[config.mk]
export PLATFORM = sky130hd
export DESIGN_NAME = keypad_responder
export DESIGN_NICKNAME = d
export VERILOG_FILES = /design/src/rtl/safe_pkg.sv /design/src/rtl/key_fifo.sv /design/src/rtl/keypad_responder.sv
export SDC_FILE = /design/constraint.sdc
export NUM_CORES = 1
export LEC_CHECK = 0
export ABC_CLOCK_PERIOD_IN_PS = 3200
export CORE_MARGIN = 10
export CORE_UTILIZATION = 52
export CTS_CLUSTER_DIAMETER = 50
export DETAILED_ROUTE_END_ITERATION = 7
export PLACE_DENSITY_LB_ADDON = 0.08
export SLEW_MARGIN = 30
export SYNTH_ARGS = -nofsm -noshare
export SYNTH_HDL_FRONTEND = slang
export SYNTH_SLANG_ARGS = --single-unit
[constraint.sdc]
create_clock -name clk -period 3.2 [get_ports clk]
set_input_delay 0.64 -clock clk [delete_from_list [all_inputs] [get_ports clk]]
set_output_delay 0.64 -clock clk [all_outputs]
set_load 0.05 [all_outputs]
[src/rtl/safe_pkg.sv]
// Shared constants, FSM state type and key decode
// helpers for the safe keypad blocks.
package safe_pkg;

  localparam int NUM_ROWS = 4;
  localparam int NUM_COLS = 3;

  localparam logic [3:0] KEY_STAR = 4'd9;
  localparam logic [3:0] KEY_0    = 4'd10;
  localparam logic [3:0] KEY_HASH = 4'd11;
  localparam logic [3:0] KEY_MAX  = 4'd11;

  typedef enum logic [1:0] {
    IDLE,
    PRESS,
    GAP
  } key_state_t;

  // Row index of a key: code / 3 for codes 0..11.
  function automatic logic [1:0] key_row(
    input logic [3:0] code
  );
    if (code >= 4'd9)      key_row = 2'd3;
    else if (code >= 4'd6) key_row = 2'd2;
    else if (code >= 4'd3) key_row = 2'd1;
    else                   key_row = 2'd0;
  endfunction

  // One-hot row line driven while the key is down.
  function automatic logic [NUM_ROWS-1:0] row_mask(
    input logic [3:0] code
  );
    row_mask = 4'b0001 << key_row(code);
  endfunction

  // One-hot column whose strobe the key answers.
  function automatic logic [NUM_COLS-1:0] col_mask(
    input logic [3:0] code
  );
    logic [3:0] base;
    logic [3:0] c;
    base = {2'b00, key_row(code)} * 4'd3;
    c    = code - base;
    case (c)
      4'd0:    col_mask = 3'b001;
      4'd1:    col_mask = 3'b010;
      default: col_mask = 3'b100;
    endcase
  endfunction

endpackage

[src/rtl/key_fifo.sv]
// Small synchronous FIFO holding queued key codes.
// Count is registered; full/empty derive from it.
module key_fifo #(
  parameter int DEPTH = 4,
  parameter int WIDTH = 4
) (
  input  logic             clk,
  input  logic             rst,
  input  logic             push,
  input  logic             pop,
  input  logic [WIDTH-1:0] wdata,
  output logic [WIDTH-1:0] rdata,
  output logic             full,
  output logic             empty
);

  localparam int PW = $clog2(DEPTH);
  localparam int CW = PW + 1;

  logic [WIDTH-1:0] mem [DEPTH];
  logic [PW-1:0]    wr_ptr;
  logic [PW-1:0]    rd_ptr;
  logic [CW-1:0]    count;
  logic             do_push;
  logic             do_pop;

  assign do_push = push & ~full;
  assign do_pop  = pop & ~empty;
  assign full    = (count == CW'(DEPTH));
  assign empty   = (count == '0);
  assign rdata   = mem[rd_ptr];

  // Storage array, written on accepted pushes.
  always_ff @(posedge clk) begin
    if (do_push) mem[wr_ptr] <= wdata;
  end

  // Pointers and occupancy; push+pop keeps count.
  always_ff @(posedge clk or posedge rst) begin
    if (rst) begin
      wr_ptr <= '0;
      rd_ptr <= '0;
      count  <= '0;
    end else begin
      if (do_push) wr_ptr <= wr_ptr + 1'b1;
      if (do_pop)  rd_ptr <= rd_ptr + 1'b1;
      case ({do_push, do_pop})
        2'b10:   count <= count + 1'b1;
        2'b01:   count <= count - 1'b1;
        default: count <= count;
      endcase
    end
  end

endmodule

[src/rtl/keypad_responder.sv]
// Emulated 3x4 membrane keypad: queued key codes
// are pressed against the scanner's column strobes.
module keypad_responder
  import safe_pkg::*;
#(
  parameter int HOLD_SCANS = 4,
  parameter int GAP_SCANS  = 4,
  parameter int FIFO_DEPTH = 4
) (
  input  logic                clk,
  input  logic                rst,
  input  logic                key_valid,
  input  logic [3:0]          key_code,
  output logic                key_ready,
  input  logic [NUM_COLS-1:0] col_in,
  output logic [NUM_ROWS-1:0] row_out,
  output logic                busy,
  output logic                err
);

  localparam logic [3:0] HOLD_N = 4'(HOLD_SCANS);
  localparam logic [3:0] GAP_N  = 4'(GAP_SCANS);

  logic                accept;
  logic                push;
  logic                pop;
  logic                full;
  logic                empty;
  logic [3:0]          head;

  logic [NUM_COLS-1:0] s1;
  logic [NUM_COLS-1:0] s2;
  logic [NUM_COLS-1:0] s2d;
  logic [NUM_COLS-1:0] scan_ev;

  key_state_t          state_q, state_n;
  logic [3:0]          cnt_q, cnt_n;
  logic [3:0]          cnt_inc;
  logic [NUM_ROWS-1:0] mask_q, mask_n;
  logic [NUM_COLS-1:0] csel_q, csel_n;
  logic                err_q;

  assign key_ready = ~full;
  assign accept    = key_valid & key_ready;
  assign push      = accept & (key_code <= KEY_MAX);
  assign scan_ev   = s2 & ~s2d;
  assign cnt_inc   = (cnt_q == 4'hf) ? cnt_q
                                     : cnt_q + 4'd1;

  key_fifo #(
    .DEPTH (FIFO_DEPTH),
    .WIDTH (4)
  ) u_fifo (
    .clk   (clk),
    .rst   (rst),
    .push  (push),
    .pop   (pop),
    .wdata (key_code),
    .rdata (head),
    .full  (full),
    .empty (empty)
  );

  // Column synchronizer plus edge-detect history.
  always_ff @(posedge clk or posedge rst) begin
    if (rst) begin
      s1  <= '0;
      s2  <= '0;
      s2d <= '0;
    end else begin
      s1  <= col_in;
      s2  <= s1;
      s2d <= s2;
    end
  end

  // Invalid codes are swallowed and flagged next cycle.
  always_ff @(posedge clk or posedge rst) begin
    if (rst) err_q <= 1'b0;
    else     err_q <= accept & (key_code > KEY_MAX);
  end

  // Press FSM state, scan counter and latched key.
  always_ff @(posedge clk or posedge rst) begin
    if (rst) begin
      state_q <= IDLE;
      cnt_q   <= '0;
      mask_q  <= '0;
      csel_q  <= '0;
    end else begin
      state_q <= state_n;
      cnt_q   <= cnt_n;
      mask_q  <= mask_n;
      csel_q  <= csel_n;
    end
  end

  // Next state: pop, hold for target scans, then gap.
  always_comb begin
    state_n = state_q;
    cnt_n   = cnt_q;
    mask_n  = mask_q;
    csel_n  = csel_q;
    pop     = 1'b0;
    unique case (state_q)
      IDLE: begin
        if (!empty) begin
          pop     = 1'b1;
          mask_n  = row_mask(head);
          csel_n  = col_mask(head);
          cnt_n   = '0;
          state_n = PRESS;
        end
      end
      PRESS: begin
        if (|(scan_ev & csel_q)) begin
          if (cnt_inc >= HOLD_N) begin
            mask_n  = '0;
            cnt_n   = '0;
            state_n = GAP;
          end else begin
            cnt_n = cnt_inc;
          end
        end
      end
      GAP: begin
        if (scan_ev[0]) begin
          if (cnt_inc >= GAP_N) begin
            cnt_n   = '0;
            state_n = IDLE;
          end else begin
            cnt_n = cnt_inc;
          end
        end
      end
      default: state_n = IDLE;
    endcase
  end

  assign row_out =
    mask_q & {NUM_ROWS{|(col_in & csel_q)}};
  assign busy    = ~empty | (state_q != IDLE);
  assign err     = err_q;

endmodule
After elaboration in Yosys (flattened, before gate mapping)
Memories as Yosys holds them, arrays and structs flattened. Index checks and enable logic that the tools add are counted.

RAM bits: 16. Memory bits (read-only): 0. Bits of input ports: 10. Output and inout bits: 7. Word-level logic and storage cells: 91. Bits in registers: 30. Memories: 1. Latch bits: 0.

Memories: u_fifo.mem (depth 4, width 4, rd ports 1, clocked after memory_dff 0, wr ports 1, RTL line key_fifo.sv:20) `logic [WIDTH-1:0] mem [DEPTH];`.

Multiply operators: 1. Reductions and logical operators: 13. Mux-type cells: 27. $lt $le $gt $ge: 6. Add/sub/neg operators: 6. Bitwise gates (word level): 13. Equality and inequality tests: 12. Div/mod/pow operators: 0. Shifts and indexed selects: 1.

Operators by type and width (number): $mux 4 (8); $mux 2 (9); $pmux 3 s2 (2); $pmux 4 s3 (1); $ne 2x2->1 const B (5); $and 3x3->3 (3); $ge 4x3->1 const B (2); $pmux 4 s2 (1); $reduce_and 4->1 (2); $pmux 2 s3 (1); $reduce_bool 2->1 (3); $reduce_or 3->1 (2); $and 1x1->1 (5); $mux 1 (5); $reduce_and 5->1 (1); $add 2x1->2 const B (2); $add 4x1->4 const B (1); $and 4x4->4 (1); $eq 2x1->1 const B (2); $eq 2x2->1 const B (2); $eq 4x1->1 const B (1); $eq 4x4->1 const B (1); $ge 4x2->1 const B (1); $ge 4x4->1 const B (1); other kinds (16) (17).

Longest topological paths before layout
Gate-level depths: netlist of the first run. An unclocked memory read counts as a cell.

Word-level depth: 11. Depth in mapped cells: 14. Depth with buffers taken out: 13.

Modules after synthesis
From an unflattened synthesis of the first run, not the netlist that was laid out.

Cell total of the unflattened synthesis: 174. Area total of the unflattened synthesis: 2304.7 sq um.

By module, submodules not included: keypad_responder (times used 1, area each 1283.7 sq um, seq. area each 575.6 sq um, cells an instance 115); key_fifo (times used 1, area each 1021.0 sq um, seq. area each 655.6 sq um, cells an instance 59).

Worst setup path before layout of the first run
No wires, ideal clock.

Path kind: register to register. From: reg u_fifo.rd_ptr[0]. To: reg csel_q[1]. Data arrival time: 3.094 ns. Cell stages (with the launch flop): 13. Required time: 3.099 ns. Setup time: 0.101 ns. Path buffers: 1. Path slack: 0.005 ns. Period minus slack after synthesis: 3.195 ns. Path through: dfrtp_1 -> buf_6 -> mux4_2 -> nor2b_1 -> a21oi_1 -> and2_1 -> ha_1 -> fa_1 -> xor2_1 -> or3_1 -> o21ai_2 -> a21oi_2 -> o311ai_2.

Longest elaborated chain between the ends: 11. Elaborated cells between the ends (all ways): 14. Those cells by class: 1 x add/sub; 1 x mul; 3 x order compare; 1 x eq/ne; 6 x mux; 1 x reduce/logical; 1 x memory.

Ends and longest elaborated chain: start: declaration (RTL line key_fifo.sv:22) `logic [PW-1:0] rd_ptr;`; start signal: assignment (RTL line key_fifo.sv:46) `if (do_pop) rd_ptr <= rd_ptr + 1'b1;`; $mem_v2 4x4 (*); $ge 4x2->1 (RTL line safe_pkg.sv:25) `else if (code >= 4'd3) key_row = 2'd1;`; $mux 1 (RTL line safe_pkg.sv:25); $mux 2 (RTL line safe_pkg.sv:24) `else if (code >= 4'd6) key_row = 2'd2;`; $mux 2 (RTL line safe_pkg.sv:23) `if (code >= 4'd9) key_row = 2'd3;`; $mux 2 (RTL line keypad_responder.sv:107) `if (!empty) begin`; $mux 2 (RTL line keypad_responder.sv:105) `unique case (state_q)`; $mul 2x2->4 (RTL line safe_pkg.sv:42) `base = {2'b00, key_row(code)} * 4'd3;`; $sub 4x4->4 (*) (RTL line safe_pkg.sv:43) `c = code - base;`; $eq 4x1->1 or $logic_not 4->1 (tied branches) (RTL line safe_pkg.sv:44) `case (c)`; $pmux 3 s2 (*) (RTL line safe_pkg.sv:44); end signal: assignment (RTL line keypad_responder.sv:94) `csel_q <= csel_n;`; end: declaration (RTL line keypad_responder.sv:40) `logic [NUM_COLS-1:0] csel_q, csel_n;`.

Mark *: on every way between the ends. The rest lies on a longest branch, timed or not. The select of a mux whose other input is x is not followed. A chain may end at the register's enable or synchronous reset.

Final worst setup path of the first run
Ends and elaborated chain as after synthesis.

==> metrics.csv, run 1 <==
metric,value,unit
power.total,3.020,mW
cp_common_cell,a21oi_2,
cp_max_fo,5,
power_switching,1.226,mW
htree_levels,2,
grt_max_degree,31,
clock_insertion_delay_worst_skew,0.29,ns
fp.dieH,85.45,um
grt-ovfl-total,0,
num_vias,1348,
crit_path_start_kind,flop,
place_congestion,0.7739,
clock_sinks,46,
skew,0.006382,ns
ys_types,37,
cp_top_family,simple AND/OR/NAND/NOR gates,
place_inst,249,
vdd_ir_drop_max,565.3,uV
worstSetupPathType,flop to flop,
synthCells,175,
hold_viol,0,
synth_nets,203,
dieArea,7301,um2
min_path_cells,0,
cp.depth,11,
netlist_area,2227,um2
antenna_found_initial,0,
nets,234,
fmaxAchievable,323.2,MHz
grt_setup_unrepaired,yes,
hpwl,3098,um
power.leakage,1.160,nW
hold_path_class,flop to flop,
synth-seq-area-share,55.28,%
cp-end-kind,flop,
clk_pin_slew,0.08,ns
clockPowerShare,12.7,%
grt_pass1_wl,6941,um
postRouteAntennaNets,0,
num_rows,23,
pwr-share-seq,29.0,%
synth_top_area_share,33.71,%
drv_cap,0,
yosys_warnings,0,
drive_gt1_share,18.36,%
grt_pass1_vias,1487,
cts_buffers,5,
slowest_stage,mux4_2,
power_density,1155,nW/um2
mostFrequentLayoutCell,dfrtp_1,
critical_path_arrival,3.30,ns
via_per_inst,5.245,
p_int,1.793,mW
critPathRequiredTime,3.40,ns
num_antenna_cells,0,
final_cell_count_no_fill,257,
drtPass1Iterations,4,
switching_share,40.61,%
fin_util,63.96,%
core_area,4086,um2
max-clock-path-buffers,2,
synth-seq-cells,46,
worstMarginPinSlew,0.6413,ns
period_share,96.70,%
p_comb_share,58.4,%
routed_wl,3998,um
maxSlewViolCount,0,
period_minus_slack,3.094,ns
crit_buf_inv,0,
remaining_drc_errors,0,
crit_chain,mux4_2 > nor2b_2 > a21oi_2 > and2_1 > ha_1 > fa_2 > xor2_1 > or3_1 > o21ai_2 > a21oi_2 > o311ai_2,
dr.first_iter.drc_count,103,
grt_usage,11.77,%
cts_tree,built,
area_delta_synth_final,17.36,%
cts-root-buf,clkbuf_8,
setup_viol,0,
reg2reg_depth,11,
port_buffers,16,
io_pins,17,
critPathMaxStageDelay,0.57,ns
yosysTopAreaCell,dfrtp_1,
final_cell_mix,"dfrtp_1 (29), inv_1 (16), ha_1 (16), edfxtp_1 (16), buf_4 (14)",
start_util,54.50,%
synth.avg_cell_area,12.73,um2
outcome,"finished, final reports clean",
die_w,85.45,um
slew_headroom,57.25,%
synthTopCellsByArea,"dfrtp_1 (34%), edfxtp_1 (22%), ha_1 (9.0%)",
post_drt_wl_per_cell,15.56,um
[metrics by stage]
step	worst slack, ns	instance area (um2)	TNS, ns	hold WS [ns]
finish	0.1057	2614	0	0.3508
global route	-0.04147	2614	-0.04414	0.3527
CTS	0.005181	2605	0	0.3473
detailed placement	-0.1403	2500	-0.2120	0.3364
global placement	-0.02954	2500	-0.02954	0.3322
floorplan	0.005431	2227	0	0.3312
[repair_timing]
item | CTS | global route
gates resized for setup | 3 | 5
setup buffers | 0 | 0
endpoints found under the setup margin | 2 | 3
pin swaps | 0 | 3
hold buffers | 0 | 0
[synth_stat cells]
| library cell | count |
|---|---|
| dfrtp_1 | 30 |
| a21oi_2 | 1 |
| clkbuf_1 | 1 |
| nand3b_1 | 3 |
| nor3_1 | 2 |
| a222oi_1 | 1 |
| a21o_1 | 5 |
| mux2i_1 | 2 |
| a211o_1 | 1 |
| nand4_1 | 1 |
| o311ai_2 | 1 |
| o21ai_0 | 2 |
| ha_1 | 16 |
| a211oi_1 | 1 |
| mux2_2 | 3 |
| nand2_1 | 10 |
| xor2_1 | 3 |
| nor4b_1 | 5 |
| inv_1 | 17 |
| or3_1 | 1 |
| o211ai_1 | 1 |
| or2_2 | 2 |
| and3_1 | 1 |
| nor2b_1 | 9 |
| nand3_1 | 4 |
| nand2b_1 | 2 |
| buf_6 | 1 |
| o21ai_2 | 1 |
| edfxtp_1 | 16 |
| mux4_1 | 1 |
| mux4_2 | 3 |
| a41o_1 | 1 |
| nor2_1 | 8 |
| xnor2_1 | 6 |
| a21oi_1 | 6 |
| and2_1 | 5 |
| fa_1 | 2 |
[metal layers]
layer	wire, um	track usage (%)	up-vias	share of wire, %
met5	0	0	-	0
met4	55	4.341	0	1.4
met3	178	4.207	7	4.5
met2	1922	18.19	18	48
met1	1842	14.70	654	46
li1	-	-	669	-
[cell type report]
type	instances	area, um2
well taps	50	62.56
flip-flops and latches	46	1232
fillers	320	1473
multi-input cells	110	928.4
clock buffers	8	101.3
inverters	17	63.81
repair buffers	26	225.2
[registers in the layout, indices dropped and copies added, names as in the netlist, 3 cells and up]
register	flops
cnt_q	4
csel_q	3
mask_q	4
s1	3
s2	3
s2d	3
u_fifo.count	3
u_fifo.mem	16
[cells by family (layout without fill, tap and decap cells)]
| logic type | Yosys count | count (layout) | share of synthesized area, % |
|---|---|---|---|
| simple gates | 53 | 53 | 13.26 |
| flops | 46 | 46 | 55.28 |
| compound gates | 21 | 21 | 6.967 |
| buf+inv | 19 | 51 | 3.539 |
| fa+ha+maj | 18 | 18 | 10.79 |
| xor+xnor | 9 | 9 | 3.540 |
| mux | 9 | 9 | 6.629 |
[power by group through the flow]
stage	sequential [mW]	clock (mW)	combinational, mW
final	0.875	0.383	1.76
after detailed placement	0.881	0	1.74
after floorplan	0.844	0	1.27
after CTS	0.872	0.396	1.77
after global routing	0.896	0.423	2.00
after global placement	0.872	0	1.66
[final timing paths]
path                             startpoint          endpoint  slack [ns]
max                        u_fifo.rd_ptr[0]         csel_q[1]        0.11
min                                   s1[1]             s2[1]        0.35
max reg2reg                u_fifo.rd_ptr[0]         csel_q[1]        0.11
min reg2reg                           s1[1]             s2[1]        0.35
max in group asynchronous               rst  u_fifo.rd_ptr[0]        2.17
min in group asynchronous               rst             s1[0]        0.73
(Power assumes the default switching activity.)
==> run 2: changes to the inputs <==
--- a/config.mk
+++ b/config.mk
@@ -7,7 +7,7 @@
 export LEC_CHECK = 0
 export ABC_CLOCK_PERIOD_IN_PS = 3200
 export CORE_MARGIN = 10
-export CORE_UTILIZATION = 52
+export CORE_UTILIZATION = 35
 export CTS_CLUSTER_DIAMETER = 50
 export DETAILED_ROUTE_END_ITERATION = 7
 export PLACE_DENSITY_LB_ADDON = 0.08
==> constraint.sdc (replaced) <==
create_clock -name clk -period 3.2 [get_ports clk]
set_input_delay 0.8 -clock clk [delete_from_list [all_inputs] [get_ports clk]]
set_output_delay 0.8 -clock clk [all_outputs]
set_load 0.05 [all_outputs]
==> run 2 against run 1 <==
  * Combinational power rose by 3%
  * Register-to-register slack about the same
  * Global-route usage shrank 2.7 points
  * Die area rose by 36%
  * Critical path depth is the same
  * First-iteration DRC count decreased by 69%
  * Largest cell class unchanged
  * Via count grew 2.7%
  * Fmax down 0.20%
  * Highest routed layer unchanged
==> metrics.csv, run 2 (synthesis gave the netlist of run 1 again) <==
metric,value,unit,change
final_cell_mix,"dfrtp_1 (29), buf_4 (18), inv_1 (17)",,
fin_util,42.40,%,-22 points
grt-ovfl-total,0,,unchanged
cts-root-buf,clkbuf_8,,
nets,238,,+1.7%
die_w,99.77,um,+17%
grt_util_met3,3.365,%,-0.84 points
power.total,3.026,mW,+0.20%
maxSlewViolCount,0,,unchanged
crit_chain,mux4_2 > nor2b_2 > a21oi_2 > and2_4 > ha_1 > fa_2 > xor2_1 > or3_1 > o21ai_2 > a21oi_2 > o311ai_2,,
fmaxAchievable,322.5,MHz,-0.20%
place_inst,278,,+12%
post_drt_wl_per_cell,14.43,um,-7.3%
crit_path_start_kind,flop,,
postRouteAntennaNets,0,,unchanged
grt_setup_unrepaired,yes,,
final_cell_count_no_fill,288,,+12%
drtPass1Iterations,4,,unchanged
port_buffers,16,,unchanged
core_area,6277,um2,+54%
cts_buffers,5,,unchanged
skew,0.006424,ns,+0.00004216 ns
slowest_stage,mux4_2,,
grt.busiest_layer,met2,,
cts_tree,built,,
clk_pin_slew,0.08,ns,about the same
grtUsageMet2,15.73,%,-2.5 points
grt_pass1_vias,1500,,+0.87%
critPathMaxStageDelay,0.54,ns,-0.03 ns
multi_input_area,930.9,um2,+0.27%
use_met1,9.786,%,-4.9 points
via_per_inst,4.809,,-8.3%
cp-end-kind,flop,,
num_antenna_cells,0,,unchanged
worstSetupPathType,flop to flop,,
max-clock-path-buffers,2,,unchanged
remaining_drc_errors,0,,unchanged
io_pins,17,,unchanged
fp.dieH,99.77,um,+17%
power.leakage,1.177,nW,+1.5%
drv_cap,0,,unchanged
r2r_slack,0.1,ns,about the same
period_share,96.89,%,+0.20 points
vdd_ir_drop_max,435.7,uV,-23%
htree_levels,2,,unchanged
hpwl,3260,um,+5.2%
period_minus_slack,3.101,ns,+0.006244 ns
setup_viol,0,,unchanged
drive_gt1_share,20.38,%,+2.0 points
slew_headroom,65.60,%,+8.4 points
grt_pass1_wl,7134,um,+2.8%
grt_max_degree,31,,unchanged
cp_common_cell,a21oi_2,,
critical_path_arrival,3.30,ns,about the same
final.fill_count,608,,+90%
grt_usage,9.053,%,-2.7 points
routed_wl,4155,um,+3.9%
place_congestion,0.8472,,+9.5%
num_vias,1385,,+2.7%
power_density,1137,nW/um2,-1.6%
clock_sinks,46,,unchanged
worstMarginPinSlew,0.5144,ns,-0.1269 ns
mostFrequentLayoutCell,dfrtp_1,,
largest_register_ffs,16,,unchanged
top_regs,"u_fifo.mem: 16 flops, cnt_q: 4 flops, mask_q: 4 flops",,
cp_max_fo,5,,unchanged
area_delta_synth_final,19.49,%,
critPathRequiredTime,3.40,ns,about the same
antenna_found_initial,0,,unchanged
dr.first_iter.drc_count,32,,-69%
hold_path_class,flop to flop,,
outcome,"finished, final reports clean",,
seq_area,1232,um2,unchanged
hold_viol,0,,unchanged
clock_insertion_delay_worst_skew,0.30,ns,about the same
largest-register,u_fifo.mem,,
dieArea,9954,um2,+36%
num_rows,29,,+26%
start_util,35.48,%,-19 points
[run 2: cell type report]
| cell class | count | share of cell area (%) |
|---|---|---|
| Tap cell | 77 | 3.620 |
| Clock inverter | 2 | 0.3761 |
| Inverter | 17 | 2.398 |
| Timing Repair Buffer | 30 | 9.591 |
| Clock buffer | 6 | 2.727 |
| Multi-Input combinational cell | 110 | 34.98 |
| Sequential cell | 46 | 46.31 |
[run 2: worst max-delay path, delay by kind of cell (launching register included)]
family | cells | cell delay, ns
simple gates | 3 | 0.73
mux | 1 | 0.54
fa+ha+maj | 2 | 0.58
flops | 1 | 0.44
compound gates | 4 | 0.50
xor+xnor | 1 | 0.18
[run 2: worst paths after layout]
path	start	endpoint	cells after the start
hold reg to reg	s1[1]	s2[1]	0
setup reg to reg	u_fifo.rd_ptr[0]	csel_q[1]	11
min in group asynchronous	rst	u_fifo.wr_ptr[1]	3
setup / recovery	u_fifo.rd_ptr[0]	csel_q[1]	11
max in group asynchronous	rst	u_fifo.rd_ptr[0]	3
hold / removal	s1[1]	s2[1]	0
[run 2: per-stage QoR]
step	TNS (ns)	hold WS, ns	worst slack (ns)	cell area [um2]
5_1_grt	-0.06839	0.3634	-0.05640	2661
2_1_floorplan	0	0.3312	0.005431	2227
4_1_cts	0	0.3599	0.03826	2639
3_5_place_dp	-0.2899	0.3396	-0.1835	2549
3_3_place_gp	-0.05621	0.3353	-0.05621	2549
6_report	0	0.3548	0.09946	2661
[run 2: repair_timing]
item,CTS,global route
endpoints found under the setup margin,2,3
hold buffers,0,0
pin swaps,1,0
setup buffers,1,1
gates resized for setup,3,5
[run 2: metal layers]
layer,part of all wire (%),up-vias
li1,-,676
met1,41,679
met2,53,23
met3,3.6,7
met4,1.8,0
met5,0,-
[run 2: where the power goes]
part	internal (mW)	total (mW)	switching, mW	leakage (nW)
Clock	0.151	0.333	0.182	0.0450
Sequential	0.763	0.873	0.110	0.514
Combinational	0.862	1.82	0.958	0.618
Total	1.78	3.03	1.25	1.18
